## src/rtl/multi_cycle_control_if.sv

```systemverilog
// Control-unit bundle: instruction fields and flags in, datapath controls and status out.
interface multi_cycle_control_if #(
    parameter int unsigned CNT_W = 32
);
    logic [5:0]       op;
    logic [5:0]       func;
    logic             zero;
    logic             step;
    logic             Pcwre;
    logic             IRwre;
    logic             Regwre;
    logic             Memwre;
    logic             Memread;
    logic             ALUsrc;
    logic             RegDst;
    logic             MemtoReg;
    logic [1:0]       PCSrc;
    logic [4:0]       ALUOp;
    logic [2:0]       state;
    logic             retire;
    logic [CNT_W-1:0] retired;
    logic             illegal;
    logic             halted;

    modport master (
        output op, func, zero, step,
        input  Pcwre, IRwre, Regwre, Memwre, Memread, ALUsrc, RegDst, MemtoReg,
        input  PCSrc, ALUOp, state, retire, retired, illegal, halted
    );

    modport slave (
        input  op, func, zero, step,
        output Pcwre, IRwre, Regwre, Memwre, Memread, ALUsrc, RegDst, MemtoReg,
        output PCSrc, ALUOp, state, retire, retired, illegal, halted
    );
endinterface

```

## src/rtl/multi_cycle_control.sv

```systemverilog
// Multi-cycle MIPS-style control FSM with retired-instruction counter.
// Optional macro STEP_MODE_EN makes IF wait for a step request.
module multi_cycle_control #(
    parameter int unsigned CNT_W = 32
) (
    input logic                  clk,
    input logic                  reset,
    multi_cycle_control_if.slave bus
);

    typedef enum logic [2:0] {
        StIf   = 3'd0,
        StId   = 3'd1,
        StExe  = 3'd2,
        StMem  = 3'd3,
        StWb   = 3'd4,
        StHalt = 3'd7
    } state_e;

    typedef enum logic [3:0] {
        InsAdd, InsSub, InsAnd, InsOr, InsSlt, InsSll,
        InsAddi, InsOri, InsLw, InsSw, InsBeq, InsJ, InsHalt, InsIll
    } ins_e;

    function automatic ins_e decode(input logic [5:0] o, input logic [5:0] f);
        ins_e r;
        r = InsIll;
        case (o)
            6'b000000: begin
                case (f)
                    6'b100000: r = InsAdd;
                    6'b100010: r = InsSub;
                    6'b100100: r = InsAnd;
                    6'b100101: r = InsOr;
                    6'b101010: r = InsSlt;
                    6'b000000: r = InsSll;
                    default:   r = InsIll;
                endcase
            end
            6'b001000: r = InsAddi;
            6'b001101: r = InsOri;
            6'b100011: r = InsLw;
            6'b101011: r = InsSw;
            6'b000100: r = InsBeq;
            6'b000010: r = InsJ;
            6'b111111: r = InsHalt;
            default:   r = InsIll;
        endcase
        return r;
    endfunction

    function automatic logic [4:0] alu_of(input ins_e i);
        logic [4:0] a;
        case (i)
            InsSub, InsBeq: a = 5'd1;
            InsAnd:         a = 5'd2;
            InsOr, InsOri:  a = 5'd3;
            InsSlt:         a = 5'd4;
            InsSll:         a = 5'd5;
            default:        a = 5'd0;
        endcase
        return a;
    endfunction

    state_e           state_q, state_d;
    logic [5:0]       op_q, func_q;
    logic [CNT_W-1:0] retired_q;
    ins_e             ins_id, ins_q;
    logic             is_r_q;

    logic       pcwre, irwre, regwre, memwre, memread, alusrc, regdst, memtoreg;
    logic       retire, illegal, halted;
    logic [1:0] pcsrc;
    logic [4:0] aluop;

    // ID decodes the live fields it is about to latch; later states see only the copy.
    assign ins_id = decode(bus.op, bus.func);
    assign ins_q  = decode(op_q, func_q);
    assign is_r_q = (op_q == 6'b000000);

    always_comb begin
        state_d  = state_q;
        pcwre    = 1'b0;
        irwre    = 1'b0;
        regwre   = 1'b0;
        memwre   = 1'b0;
        memread  = 1'b0;
        alusrc   = 1'b0;
        regdst   = 1'b0;
        memtoreg = 1'b0;
        pcsrc    = 2'b00;
        aluop    = 5'd0;
        retire   = 1'b0;
        illegal  = 1'b0;
        halted   = 1'b0;
        case (state_q)
            StIf: begin
`ifdef STEP_MODE_EN
                if (bus.step) begin
                    irwre   = 1'b1;
                    pcwre   = 1'b1;
                    state_d = StId;
                end
`else
                irwre   = 1'b1;
                pcwre   = 1'b1;
                state_d = StId;
`endif
            end
            StId: begin
                case (ins_id)
                    InsJ: begin
                        pcwre   = 1'b1;
                        pcsrc   = 2'b10;
                        retire  = 1'b1;
                        state_d = StIf;
                    end
                    InsHalt: begin
                        retire  = 1'b1;
                        state_d = StHalt;
                    end
                    InsIll: begin
                        illegal = 1'b1;
                        state_d = StIf;
                    end
                    default: state_d = StExe;
                endcase
            end
            StExe: begin
                aluop  = alu_of(ins_q);
                alusrc = (ins_q == InsAddi) || (ins_q == InsOri) ||
                         (ins_q == InsLw)   || (ins_q == InsSw);
                if (ins_q == InsBeq) begin
                    pcwre   = bus.zero;
                    pcsrc   = 2'b01;
                    retire  = 1'b1;
                    state_d = StIf;
                end else if ((ins_q == InsLw) || (ins_q == InsSw)) begin
                    state_d = StMem;
                end else begin
                    state_d = StWb;
                end
            end
            StMem: begin
                if (ins_q == InsLw) begin
                    memread = 1'b1;
                    state_d = StWb;
                end else begin
                    memwre  = (ins_q == InsSw);
                    retire  = (ins_q == InsSw);
                    state_d = StIf;
                end
            end
            StWb: begin
                regwre   = 1'b1;
                regdst   = is_r_q;
                memtoreg = (ins_q == InsLw);
                retire   = 1'b1;
                state_d  = StIf;
            end
            StHalt: halted = 1'b1;
            default: state_d = StIf;
        endcase
        // Reset masks every side effect so an abandoned instruction leaves no trace.
        if (reset) begin
            pcwre   = 1'b0;
            irwre   = 1'b0;
            regwre  = 1'b0;
            memwre  = 1'b0;
            memread = 1'b0;
            retire  = 1'b0;
            illegal = 1'b0;
        end
    end

    always_ff @(posedge clk) begin
        if (reset) begin
            state_q   <= StIf;
            op_q      <= 6'd0;
            func_q    <= 6'd0;
            retired_q <= '0;
        end else begin
            state_q <= state_d;
            if (state_q == StId) begin
                op_q   <= bus.op;
                func_q <= bus.func;
            end
            if (retire) retired_q <= retired_q + 1'b1;
        end
    end

`ifndef STEP_MODE_EN
    logic unused_step;
    assign unused_step = bus.step;
`endif

    assign bus.Pcwre    = pcwre;
    assign bus.IRwre    = irwre;
    assign bus.Regwre   = regwre;
    assign bus.Memwre   = memwre;
    assign bus.Memread  = memread;
    assign bus.ALUsrc   = alusrc;
    assign bus.RegDst   = regdst;
    assign bus.MemtoReg = memtoreg;
    assign bus.PCSrc    = pcsrc;
    assign bus.ALUOp    = aluop;
    assign bus.state    = state_q;
    assign bus.retire   = retire;
    assign bus.retired  = retired_q;
    assign bus.illegal  = illegal;
    assign bus.halted   = halted;

endmodule

```

## src/flat_wrapper.sv

```systemverilog
// flat-port wrapper written by rule: the top's interface ports become plain ports
module multi_cycle_control_flat 
#(
    parameter int unsigned CNT_W = 32
)
  (clk, reset, bus_op, bus_func, bus_zero, bus_step, bus_Pcwre, bus_IRwre, bus_Regwre, bus_Memwre, bus_Memread, bus_ALUsrc, bus_RegDst, bus_MemtoReg, bus_PCSrc, bus_ALUOp, bus_state, bus_retire, bus_retired, bus_illegal, bus_halted);
  multi_cycle_control_if #(.CNT_W(CNT_W)) bus_i ();
  input logic clk;
  input logic reset;
  input wire logic [$bits(bus_i.op)-1:0] bus_op;
  input wire logic [$bits(bus_i.func)-1:0] bus_func;
  input wire logic [$bits(bus_i.zero)-1:0] bus_zero;
  input wire logic [$bits(bus_i.step)-1:0] bus_step;
  output wire logic [$bits(bus_i.Pcwre)-1:0] bus_Pcwre;
  output wire logic [$bits(bus_i.IRwre)-1:0] bus_IRwre;
  output wire logic [$bits(bus_i.Regwre)-1:0] bus_Regwre;
  output wire logic [$bits(bus_i.Memwre)-1:0] bus_Memwre;
  output wire logic [$bits(bus_i.Memread)-1:0] bus_Memread;
  output wire logic [$bits(bus_i.ALUsrc)-1:0] bus_ALUsrc;
  output wire logic [$bits(bus_i.RegDst)-1:0] bus_RegDst;
  output wire logic [$bits(bus_i.MemtoReg)-1:0] bus_MemtoReg;
  output wire logic [$bits(bus_i.PCSrc)-1:0] bus_PCSrc;
  output wire logic [$bits(bus_i.ALUOp)-1:0] bus_ALUOp;
  output wire logic [$bits(bus_i.state)-1:0] bus_state;
  output wire logic [$bits(bus_i.retire)-1:0] bus_retire;
  output wire logic [$bits(bus_i.retired)-1:0] bus_retired;
  output wire logic [$bits(bus_i.illegal)-1:0] bus_illegal;
  output wire logic [$bits(bus_i.halted)-1:0] bus_halted;
  assign bus_i.op = bus_op;
  assign bus_i.func = bus_func;
  assign bus_i.zero = bus_zero;
  assign bus_i.step = bus_step;
  assign bus_Pcwre = bus_i.Pcwre;
  assign bus_IRwre = bus_i.IRwre;
  assign bus_Regwre = bus_i.Regwre;
  assign bus_Memwre = bus_i.Memwre;
  assign bus_Memread = bus_i.Memread;
  assign bus_ALUsrc = bus_i.ALUsrc;
  assign bus_RegDst = bus_i.RegDst;
  assign bus_MemtoReg = bus_i.MemtoReg;
  assign bus_PCSrc = bus_i.PCSrc;
  assign bus_ALUOp = bus_i.ALUOp;
  assign bus_state = bus_i.state;
  assign bus_retire = bus_i.retire;
  assign bus_retired = bus_i.retired;
  assign bus_illegal = bus_i.illegal;
  assign bus_halted = bus_i.halted;
  multi_cycle_control #(.CNT_W(CNT_W)) u_core (.clk(clk), .reset(reset), .bus(bus_i));
endmodule
```

## config.mk

```make
export PLATFORM = sky130hd
export DESIGN_NAME = multi_cycle_control_flat
export DESIGN_NICKNAME = d
export VERILOG_FILES = /design/src/rtl/multi_cycle_control_if.sv /design/src/rtl/multi_cycle_control.sv /design/src/flat_wrapper.sv
export SDC_FILE = /design/constraint.sdc
export NUM_CORES = 1
export LEC_CHECK = 0
export CAP_MARGIN = 20
export CORE_MARGIN = 2
export CORE_UTILIZATION = 50
export DETAILED_ROUTE_END_ITERATION = 8
export PLACE_DENSITY = 0.87
export SYNTH_ARGS = -nofsm -noshare
export SYNTH_HDL_FRONTEND = slang
export SYNTH_SLANG_ARGS = --single-unit
```

## constraint.sdc

```tcl
create_clock -name clk -period 4.65 [get_ports clk]
set_input_delay 1.1625 -clock clk [delete_from_list [all_inputs] [get_ports clk]]
set_output_delay 1.1625 -clock clk [all_outputs]
set_load 0.005 [all_outputs]
```

==> summary.txt, run 1 <==
Status
  – Status: complete, but fails checks
  – Failing checks: DRC

STA
  – Worst-Margin Slew: 704 ps
  – RSZ-0062 raised after global routing: false
  – Max Freq: 220 MHz
  – Setup ws final: 94.7 ps
  – Setup violations, final: 0
  – Final Max Slew Viols: 0
  – TNS Setup: 0 ps
  – Tcrit/Tclk final: 98.0%
  – Clock skew: 13.1 ps
  – Crit path time final: 4560 ps
  – Count of final hold-check violations: 0
  – Slew HR: 52.6%

Min path
  – Hold Crit Depth: 2
  – Hold Path Sink: u_core.func_q[0]$_SDFFE_PP0P_
  – Worst hold start: u_core.func_q[0]$_SDFFE_PP0P_
  – Hold Path Class: flip-flop to flip-flop

Floorplan
  – Ports: 69
  – Starting Density: 52.1%
  – Chip width: 85.8 um
  – DIE AREA: 0.00736 sq mm
  – Core area: 0.00642 sq mm
  – Row cnt: 29
  – Height of the die: 85.8 um

Power
  – Combinational share of power: 18.4%
  – Switch share: 29.4%
  – P_int: 646 uW
  – Power Density: 214 mW/mm^2
  – Clock power frac: 34.6%
  – Sequential fraction of design power: 46.9%
  – IR Drop Worst-Case VDD: 0.177 mV
  – Leak pwr: 0.00153 uW
  – NetSw: 269 uW

Worst setup path
  – Critical Path RT: 3490 ps
  – Worst reg2reg setup slack: 1000 ps
  – Crit path launch type: input port
  – Reg-to-Reg Start: u_core.op_q[3]$_SDFFE_PP0P_
  – CP endpoint kind: output pin
  – CP max FO: 3
  – Start point of the critical path: bus_op[0]
  – Critical path class: input port to output pin
  – Reg-to-reg endpoint: u_core.bus.retired[27]$_SDFFE_PP0P_
  – R2R depth: 8
  – Critical Path AT: 3390 ps

Routing
  – Post-Route WL: 9340 um
  – Met2 routed WL: 4580 um
  – M1 WL: 3900 um
  – Residual DRC: 4
  – Routed wl met3: 640 um
  – Per-cell routed wire length: 16.0 um
  – Total number of vias: 3598
  – Max Used Layer: met4
  – Remaining antenna violation count after routing: 0
  – DR pass1 iterations: 7
  – Iter 0 DRT Violations: 326
  – Via/cell ratio: 6.17

Clocking
  – Worst-path clk slew: 90 ps
  – H-tree levels: 2
  – CTS Buffer Depth: 2
  – # hold bufs at CTS: 0
  – CTS buffer count: 5
  – CTS Root Cell: clkbuf_8
  – Worst-Skew Late Latency: 320 ps
  – Clock Sinks: 47
  – CTS tree: built

Place
  – Setup WS pre-CTS: -274 ps
  – HPWL Detailed: 6580 um
  – IO buf count: 65
  – Final GP Congestion: 0.914

Synthesis
  – Synth area leaders: dfxtp_1 28%, mux2_2 9.8%, a21oi_1 6.9%
  – Post-synth EDFFs: 0
  – Post-synthesis compound-gate area fraction: 19.8%
  – Largest family of logic cells by synthesized area: simple AND/OR/NAND/NOR gates
  – Synth warnings: 0
  – Synth Area in Adders: 0.674%
  – Seq/Total Area, Yosys: 28.1%
  – Post-Synth XOR/XNOR Area: 0.262%
  – Synth top area share: 28.1%
  – Post-synth top area cell: dfxtp_1
  – Synthesis-stage register bit count: 47
  – Post-Syn Instances: 446
  – Synth cell count leaders: 49 x nor2_1, 47 x dfxtp_1, 46 x a21oi_1
  – Area share of and/or/nand/nor cells after synthesis: 33.5%
  – Async set-reset flop share out of synthesis: 0%
  – Most used flip-flop cell after synthesis: dfxtp_1
  – Post-synthesis mux area share: 10.7%
  – Synthesized cell area: 0.00334 sq mm
  – Synth Area per Inst: 7.50 sq um
  – Most common cell in the netlist: nor2_1
  – Unique masters post-synth: 67

Cells and area
  – Layout area overhead: 27.6%
  – Layout cell share with drive strength beyond 1: 15.6%
  – Diode count: 0
  – Layout Nets: 522

GRT
  – First-pass GRT wire length: 15500 um
  – Initial antenna violation count: 0
  – Gr ovfl total: 0
  – Largest net degree at the start of global routing: 63
  – Total track usage: 25.5%
  – Vias in the first global route: 3354

Flow run
  – Max Cap Viol: 0
cell usage in the layout, fill, tap and decap left out, types with 3 or more instances in the layout:
cell and n:
a21oi_1 45, clkdlybuf4s50_1 62, nor3b_1 4, buf_4 24
nor4_1 3, or4_1 3, dfxtp_1 47, nor4b_1 3
clkbuf_8 5, nor2b_1 32, mux2_2 29, and3_1 8
nor2_1 49, or2_2 3, o21ai_0 7, nand2b_1 3
nor3_1 19, nand4_1 14, inv_1 11, a2111oi_1 5
a211oi_1 6, nand3_1 23, nand2_1 39
power groups by stage:
| stage | Sequential [uW] | Combinational [uW] | Clock (uW) |
|---|---|---|---|
| finish | 429 | 168 | 317 |
| CTS | 429 | 163 | 317 |
| floorplan | 427 | 113 | 0 |
| detailed placement | 438 | 161 | 0 |
| global placement | 436 | 154 | 0 |
| global route | 432 | 183 | 333 |
registers in the layout, summed over array words and instances, names as in the netlist:
name,count
u_core.bus.retired,32
u_core.func_q,6
u_core.op_q,6
u_core.bus.state,3
stage by stage:
| stage | area, sq um | std cells | hold slack, ps | power [uW] | utilization [%] |
|---|---|---|---|---|---|
| detailed placement | 4110 | 573 | 490 | 599 | 64.0 |
| floorplan | 3350 | 447 | 458 | 539 | - |
| global placement | 4110 | 573 | 475 | 591 | 64.0 |
| CTS | 4260 | 582 | 504 | 909 | 66.3 |
| finish | 4270 | 583 | 502 | 914 | 66.4 |
| global route | 4270 | 583 | 530 | 947 | 66.4 |
worst max path at each step:
stage                     cells after the start    endpoint
after floorplan                               8  bus_retire
after global placement                        8  bus_retire
after detailed placement                      8  bus_retire
after CTS                                     9  bus_retire
after global routing                          8  bus_retire
final                                         8  bus_retire
worst max-delay path, cell delays in order:
cell and delay [ps]:
clkdlybuf4s50_1 420, or4_4 570, a2111oi_4 240, o311a_1 270, o31a_1 230, a21boi_2 90, a21oi_2 150, dlygate4sd2_1 250
logic make-up (layout without fill, tap and decap cells):
kind of cell,Yosys count,in the layout
xor gates and xnor gates,1,1
adders and majority gates,2,2
DFF,47,47
other,1,2
buffers and inverters,51,110
AOI/OAI and AO/OA,96,96
muxes,32,32
and+or+nand+nor,216,216
what timing repair did:
action                                 CTS  global route
gates resized for setup                  6             1
gates cloned                             0             0
pin swaps                                2             1
endpoints found under the hold margin    0             0
setup endpoints to repair                2             2
setup buffers                            1             1
cell type report:
type                       count  area, sq um
sequential                    47          941
multi-input combinational    349         2210
inverter                      11         41.3
clock inverter                 3         46.3
clock buffer                   5         68.8
timing repair buffer          91          863
tap                           77         96.3
fill                         518         2160
routing by layer:
layer / up-vias / GRT usage (%)
met5: - / 0
met2: 175 / 41.5
met4: 0 / 10.1
met1: 1677 / 33.9
li1: 1721 / -
met3: 25 / 4.04
(Power assumes the default switching activity.)
==> run 2: changes to the inputs <==
--- a/config.mk
+++ b/config.mk
@@ -9,7 +9,7 @@
 export CORE_MARGIN = 2
 export CORE_UTILIZATION = 50
 export DETAILED_ROUTE_END_ITERATION = 8
-export PLACE_DENSITY = 0.87
+export PLACE_DENSITY = 0.78
 export SYNTH_ARGS = -nofsm -noshare
 export SYNTH_HDL_FRONTEND = slang
 export SYNTH_SLANG_ARGS = --single-unit
==> run 2 against run 1 <==
Against the previous run:
- the run still ends with DRC left
- setup slack better by 15 ps
- non-clock buffer count up 2
- combinational power is essentially flat
- sequential cell count did not move
- wire length down 4.7%
- total power shrank 0.80%
- via count decreased by 2.3%
- cell count grew 0.34%
- design area shrank 0.21%
- clock power fell by 2%
- clock skew decreased by 0.57 ps
- largest cell class unchanged
- largest power group unchanged
- highest routed layer unchanged
==> summary.txt, run 2 (synthesis results as in run 1) <==
GRT
  – Initial antenna violation count: 0 (unchanged)
  – Gr ovfl total: 0 (unchanged)
  – Vias in the first global route: 3031 (was 3354)
  – Largest net degree at the start of global routing: 47 (was 63)
  – First-pass GRT wire length: 14400 um (was 15500 um)
  – Total track usage: 23.6% (was 25.5%)

Cells and area
  – # fillers: 544 (was 518)
  – Layout area overhead: 27.3% (was 27.6%)
  – Final Cell Area: 0.00426 sq mm (was 0.00427 sq mm)
  – Layout cell share with drive strength beyond 1: 15.9% (was 15.6%)
  – Layout Nets: 524 (was 522)
  – Most common cell after layout, fill and taps aside: clkdlybuf4s50_1 (unchanged)
  – Most frequent cells in the layout: 62 x clkdlybuf4s50_1, 49 x nor2_1, 47 x dfxtp_1, 45 x a21oi_1, 39 x nand2_1 (unchanged)
  – Post-layout util: 66.3% (was 66.4%)
  – Diode count: 0 (unchanged)
  – Number of flip-flops in the largest register: 32 (unchanged)

Power
  – Clock power frac: 34.4% (was 34.6%)
  – Power Density: 213 mW/mm^2 (was 214 mW/mm^2)
  – Combinational share of power: 18.6% (was 18.4%)
  – Total power: 907 uW (was 914 uW)
  – NetSw: 263 uW (was 269 uW)
  – Sequential fraction of design power: 47.0% (was 46.9%)
  – Leak pwr: 0.00153 uW (about the same)
  – Switch share: 28.9% (was 29.4%)
  – IR Drop Worst-Case VDD: 0.145 mV (was 0.177 mV)
  – P_int: 645 uW (was 646 uW)

STA
  – Tcrit/Tclk final: 97.6% (was 98.0%)
  – Slew HR: 53.8% (was 52.6%)
  – Final Max Slew Viols: 0 (unchanged)
  – Crit path time final: 4540 ps (was 4560 ps)
  – Max Freq: 220 MHz (about the same)
  – RSZ-0062 raised after global routing: true (was false)
  – Setup violations, final: 0 (unchanged)
  – Count of final hold-check violations: 0 (unchanged)
  – Worst-Margin Slew: 687 ps (was 704 ps)
  – Clock skew: 12.5 ps (was 13.1 ps)
  – TNS Setup: 0 ps (unchanged)

Place
  – Final GP Congestion: 0.876 (was 0.914)
  – IO buf count: 65 (unchanged)
  – DP Area: 0.00412 sq mm (was 0.00411 sq mm)
  – HPWL Detailed: 6370 um (was 6580 um)

Routing
  – Iter 0 DRT Violations: 327 (was 326)
  – Residual DRC: 1 (was 4)
  – Remaining antenna violation count after routing: 0 (unchanged)
  – Post-Route WL: 8900 um (was 9340 um)
  – DR pass1 iterations: 7 (unchanged)
  – Via/cell ratio: 6.01 (was 6.17)
  – Total number of vias: 3517 (was 3598)
  – Per-cell routed wire length: 15.2 um (was 16.0 um)

Clocking
  – CTS buffer count: 5 (unchanged)
  – # hold bufs at CTS: 0 (unchanged)
  – Worst-Skew Late Latency: 310 ps (was 320 ps)
  – CTS Root Cell: clkbuf_8 (unchanged)
  – Worst-path clk slew: 90 ps (about the same)
  – CTS Buffer Depth: 2 (unchanged)
  – H-tree levels: 2 (unchanged)
  – Clock Sinks: 47 (unchanged)
  – Post-CTS Setup Bufs: 0 (was 1)
  – CTS tree: built (unchanged)

Floorplan
  – Chip width: 85.8 um (unchanged)
  – Core area: 0.00642 sq mm (unchanged)
  – DIE AREA: 0.00736 sq mm (unchanged)
  – Starting Density: 52.1% (unchanged)
  – Ports: 69 (unchanged)
  – Height of the die: 85.8 um (unchanged)
  – Row cnt: 29 (unchanged)

Worst setup path
  – Crit path launch type: input port (unchanged)
  – Critical path cell sequence: clkdlybuf4s50_1 -> or4_4 -> a2111oi_4 -> o311a_1 -> o31a_1 -> a21boi_2 -> a21oi_2 -> clkdlybuf4s15_1 (was clkdlybuf4s50_1 -> or4_4 -> a2111oi_4 -> o311a_1 -> o31a_1 -> a21boi_2 -> a21oi_2 -> dlygate4sd2_1)
  – CP endpoint kind: output pin (unchanged)
  – Buf/Inv on CP: 2 (unchanged)
  – Critical path's slowest cell: or4_4 (unchanged)
  – Critical path class: input port to output pin (unchanged)
  – Critical Path AT: 3380 ps (was 3390 ps)
  – CP max FO: 4 (was 3)
  – Critical Path RT: 3490 ps (about the same)
  – CP delay by family, top: compound AO/OA/AOI/OAI gates (unchanged)
  – Max incr delay on CP: 560 ps (was 570 ps)

Status
  – Failing checks: DRC (unchanged)
  – Status: complete, but fails checks (unchanged)

Flow run
  – Max Cap Viol: 0 (unchanged)

Min path
  – Hold Path Class: flip-flop to flip-flop (unchanged)
## run 2: power groups by stage
stage,combinational (uW),clock [uW],sequential (uW)
final,168,312,426
after CTS,165,318,426
after detailed placement,163,0,435
after floorplan,113,0,427
after global placement,158,0,434
after global routing,183,335,428
## run 2: path summary, 6_finish.rpt
| check | start | end | slack (ps) | cells after the start |
|---|---|---|---|---|
| min reg2reg | u_core.func_q[0]$_SDFFE_PP0P_ | u_core.func_q[0]$_SDFFE_PP0P_ | 490 | 2 |
| max reg2reg | u_core.op_q[1]$_SDFFE_PP0P_ | u_core.bus.retired[11]$_SDFFE_PP0P_ | 1180 | 7 |
| min | u_core.func_q[0]$_SDFFE_PP0P_ | u_core.func_q[0]$_SDFFE_PP0P_ | 490 | 2 |
| max | bus_op[1] | bus_retire | 110 | 8 |
## run 2: timing repair
item / in CTS / in global routing
resized for setup: 6 / 2
pin swaps: 2 / 1
endpoints found under the setup margin: 2 / 2
## run 2: final cells by class
type                            count  area, sq um  share of cell area, %
Clock buffer                        5         68.8                   1.62
Multi-Input combinational cell    349         2210                   51.9
Clock inverter                      3         46.3                   1.09
Tap cell                           77         96.3                   2.26
Timing Repair Buffer               93          855                   20.1
Inverter                           11         41.3                  0.970
Sequential cell                    47          941                   22.1
## run 2: per-stage QoR
step / hold WS [ps] / std cells / worst slack (ps)
4_1_cts: 496 / 585 / 92.4
6_report: 493 / 585 / 109
2_1_floorplan: 458 / 447 / 498
5_1_grt: 526 / 585 / -6.42
3_3_place_gp: 474 / 577 / -255
3_5_place_dp: 482 / 577 / -303
## run 2: worst reg2reg max path: cells and delay by family, from the launching register on
kind | cells | cell delay (ps)
muxes | 1 | 370
DFF | 1 | 460
AOI/OAI and AO/OA | 2 | 820
and+or+nand+nor | 3 | 1450
buffers and inverters | 1 | 260
## run 2: layer usage
metal	track usage [%]	wire length, um
met4	6.06	86
met2	37.9	4200
met3	3.18	511
met5	0	0
met1	33.6	4100
==> run 3: changes to the inputs <==
--- a/config.mk
+++ b/config.mk
@@ -10,6 +10,8 @@
 export CORE_UTILIZATION = 50
 export DETAILED_ROUTE_END_ITERATION = 8
 export PLACE_DENSITY = 0.78
+export REMOVE_ABC_BUFFERS = 1
+export SLEW_MARGIN = 20
 export SYNTH_ARGS = -nofsm -noshare
 export SYNTH_HDL_FRONTEND = slang
 export SYNTH_SLANG_ARGS = --single-unit
==> run 3 against run 2 <==
Against the previous run:
- the run still ends with DRC left
- die area stayed put
- sequential cell count is the same
- maximum frequency increased by 0.48%
- total power is 5.2% lower
- utilization shrank 0.18 points
- via count is 0.71% lower
- sequential share of layout area grew 0.059 points
- clock-buffer cell count is the same
- wire length increased by 0.27%
- sequential power about the same
- register-to-register slack about the same
- setup slack improved by 22 ps
- largest cell class unchanged
==> summary.txt, run 3 (synthesis results as in run 1) <==
Routing
  – M1 WL: 4260 um (was 4100 um)
  – Routed wl met3: 444 um (was 511 um)
  – Residual DRC: 4 (was 1)
  – Post-Route WL: 8930 um (was 8900 um)
  – DR pass1 iterations: 7 (unchanged)
  – Via/cell ratio: 5.97 (was 6.01)
  – Per-cell routed wire length: 15.3 um (was 15.2 um)
  – Max Used Layer: met4 (unchanged)
  – Remaining antenna violation count after routing: 0 (unchanged)
  – Met2 routed WL: 4100 um (was 4200 um)
  – Iter 0 DRT Violations: 257 (was 327)
  – Total number of vias: 3492 (was 3517)

Cells and area
  – Area of the multi-input gates: 0.00222 sq mm (was 0.00221 sq mm)
  – Post-layout util: 66.1% (was 66.3%)
  – Diode count: 0 (unchanged)
  – Number of flip-flops in the largest register: 32 (unchanged)
  – Layout cell share with drive strength beyond 1: 16.1% (was 15.9%)
  – # fillers: 550 (was 544)
  – Layout area overhead: 27.0% (was 27.3%)
  – Most common cell after layout, fill and taps aside: clkdlybuf4s50_1 (unchanged)
  – Most frequent cells in the layout: 62 x clkdlybuf4s50_1, 49 x nor2_1, 47 x dfxtp_1, 45 x a21oi_1, 39 x nand2_1 (unchanged)
  – Layout Nets: 524 (unchanged)
  – Non-Filler Instances: 585 (unchanged)
  – Final Cell Area: 0.00425 sq mm (was 0.00426 sq mm)
  – Register area: 941 sq um (unchanged)

Clocking
  – CTS tree: built (unchanged)
  – Clock Sinks: 47 (unchanged)
  – # hold bufs at CTS: 0 (unchanged)
  – CTS Root Cell: clkbuf_8 (unchanged)
  – H-tree levels: 2 (unchanged)
  – CTS Buffer Depth: 2 (unchanged)
  – CTS buffer count: 5 (unchanged)
  – Worst-path clk slew: 90 ps (about the same)
  – Worst-Skew Late Latency: 310 ps (about the same)

Power
  – Power Density: 202 mW/mm^2 (was 213 mW/mm^2)
  – Leak pwr: 0.00154 uW (was 0.00153 uW)
  – Switch share: 30.9% (was 28.9%)
  – IR Drop Worst-Case VDD: 0.124 mV (was 0.145 mV)
  – P_int: 594 uW (was 645 uW)
  – Combinational share of power: 19.9% (was 18.6%)
  – Total power: 859 uW (was 907 uW)
  – Clock power frac: 30.5% (was 34.4%)
  – Sequential fraction of design power: 49.6% (was 47.0%)
  – NetSw: 266 uW (was 263 uW)

Worst setup path
  – Crit path launch type: input port (unchanged)
  – CP endpoint kind: output pin (unchanged)
  – Reg-to-reg endpoint: u_core.bus.retired[11]$_SDFFE_PP0P_ (unchanged)
  – Buf/Inv on CP: 3 (was 2)
  – Max incr delay on CP: 560 ps (about the same)
  – Reg-to-Reg Start: u_core.op_q[1]$_SDFFE_PP0P_ (unchanged)
  – Worst reg2reg setup slack: 1170 ps (was 1180 ps)
  – CP max FO: 2 (was 4)
  – Critical path cell sequence: clkdlybuf4s50_1 -> or4_4 -> a2111oi_4 -> o311a_1 -> o31a_1 -> buf_4 -> nor3b_4 -> dlymetal6s2s_1 (was clkdlybuf4s50_1 -> or4_4 -> a2111oi_4 -> o311a_1 -> o31a_1 -> a21boi_2 -> a21oi_2 -> clkdlybuf4s15_1)
  – Critical Path RT: 3490 ps (about the same)
  – CP delay by family, top: simple AND/OR/NAND/NOR gates (was compound AO/OA/AOI/OAI gates)
  – Critical Path AT: 3360 ps (was 3380 ps)
  – Critical path's slowest cell: or4_4 (unchanged)
  – R2R depth: 7 (unchanged)
  – Critical path class: input port to output pin (unchanged)

STA
  – Clock skew: 13.1 ps (was 12.5 ps)
  – Slew HR: 50.8% (was 53.8%)
  – Setup violations, final: 0 (unchanged)
  – Final Max Slew Viols: 0 (unchanged)
  – Worst-Margin Slew: 732 ps (was 687 ps)
  – Crit path time final: 4520 ps (was 4540 ps)
  – Count of final hold-check violations: 0 (unchanged)
  – RSZ-0062 raised after global routing: false (was true)
  – Max Freq: 221 MHz (was 220 MHz)
  – Tcrit/Tclk final: 97.2% (was 97.6%)

Floorplan
  – DIE AREA: 0.00736 sq mm (unchanged)
  – Row cnt: 29 (unchanged)
  – Chip width: 85.8 um (unchanged)
  – Height of the die: 85.8 um (unchanged)
  – Starting Density: 52.1% (unchanged)
  – Core area: 0.00642 sq mm (unchanged)
  – Ports: 69 (unchanged)

Min path
  – Hold Path Sink: u_core.func_q[0]$_SDFFE_PP0P_ (unchanged)
  – Worst hold start: u_core.func_q[0]$_SDFFE_PP0P_ (unchanged)
  – Hold Crit Depth: 2 (unchanged)
  – Hold Path Class: flip-flop to flip-flop (unchanged)

GRT
  – Initial antenna violation count: 0 (unchanged)
  – Largest net degree at the start of global routing: 48 (was 47)
  – Gr ovfl total: 0 (unchanged)
  – Vias in the first global route: 3120 (was 3031)
  – Total track usage: 24.7% (was 23.6%)
  – First-pass GRT wire length: 14900 um (was 14400 um)

Place
  – IO buf count: 65 (unchanged)
  – DP Area: 0.00410 sq mm (was 0.00412 sq mm)
  – HPWL Detailed: 6290 um (was 6370 um)
  – Placed Cells: 575 (was 577)
  – Final GP Congestion: 0.918 (was 0.876)

Status
  – Failing checks: DRC (unchanged)
  – Status: complete, but fails checks (unchanged)

Flow run
  – Max Cap Viol: 0 (unchanged)
==> run 3: worst max-delay path by stage <==
| stage | start | cells after the start | end | slack (ps) |
|---|---|---|---|---|
| CTS | bus_op[0] | 7 | bus_illegal | -90 |
| global route | bus_op[1] | 8 | bus_illegal | 50 |
| floorplan | bus_op[0] | 6 | bus_retire | -90 |
| finish | bus_op[1] | 8 | bus_illegal | 130 |
| global placement | bus_op[0] | 7 | bus_illegal | -230 |
| detailed placement | bus_op[0] | 7 | bus_illegal | -250 |
==> run 3: power groups by stage <==
stage	combinational, uW	sequential (uW)	clock [uW]
after floorplan	82.0	436	0
after global placement	158	435	0
after detailed placement	162	436	0
after CTS	164	426	264
after global routing	190	429	286
final	171	426	262
==> run 3: area by class of cell <==
class                      instances  share of cell area (%)
tap                               77                    2.27
multi-input combinational        349                    52.3
timing repair buffer              93                    20.1
clock buffer                       5                    1.62
sequential                        47                    22.2
clock inverter                     3                   0.560
inverter                          11                   0.973
==> run 3: what timing repair did <==
| item | 4_1_cts | 5_1_grt |
|---|---|---|
| gates cloned | 0 | 0 |
| endpoints found under the setup margin | 2 | 2 |
| pin swaps | 1 | 4 |
| gates resized for setup | 4 | 6 |
| buffers inserted | 0 | 2 |
==> run 3: through the flow <==
step                      setup slack (ps)  setup TNS [ps]  hold slack (ps)
after floorplan                      -94.8           -94.8              452
after global placement                -226            -369              477
after detailed placement              -249            -428              490
after CTS                            -87.6           -87.6              501
after global routing                  46.6               0              532
final                                  131               0              502
==> run 3: worst reg2reg max path, cell delays in order, from the launching register on <==
cell       delay, ps
dfxtp_1          450
or4_1            680
a311oi_1         350
nor3_1           170
or4b_4           570
buf_4            260
a2111oi_1        530
mux2_2           380
==> run 3: per-layer routing <==
layer,GRT usage [%],vias up
li1,-,1726
met1,34.4,1646
met2,39.1,107
met3,5.29,13
met4,6.20,0
met5,0,-
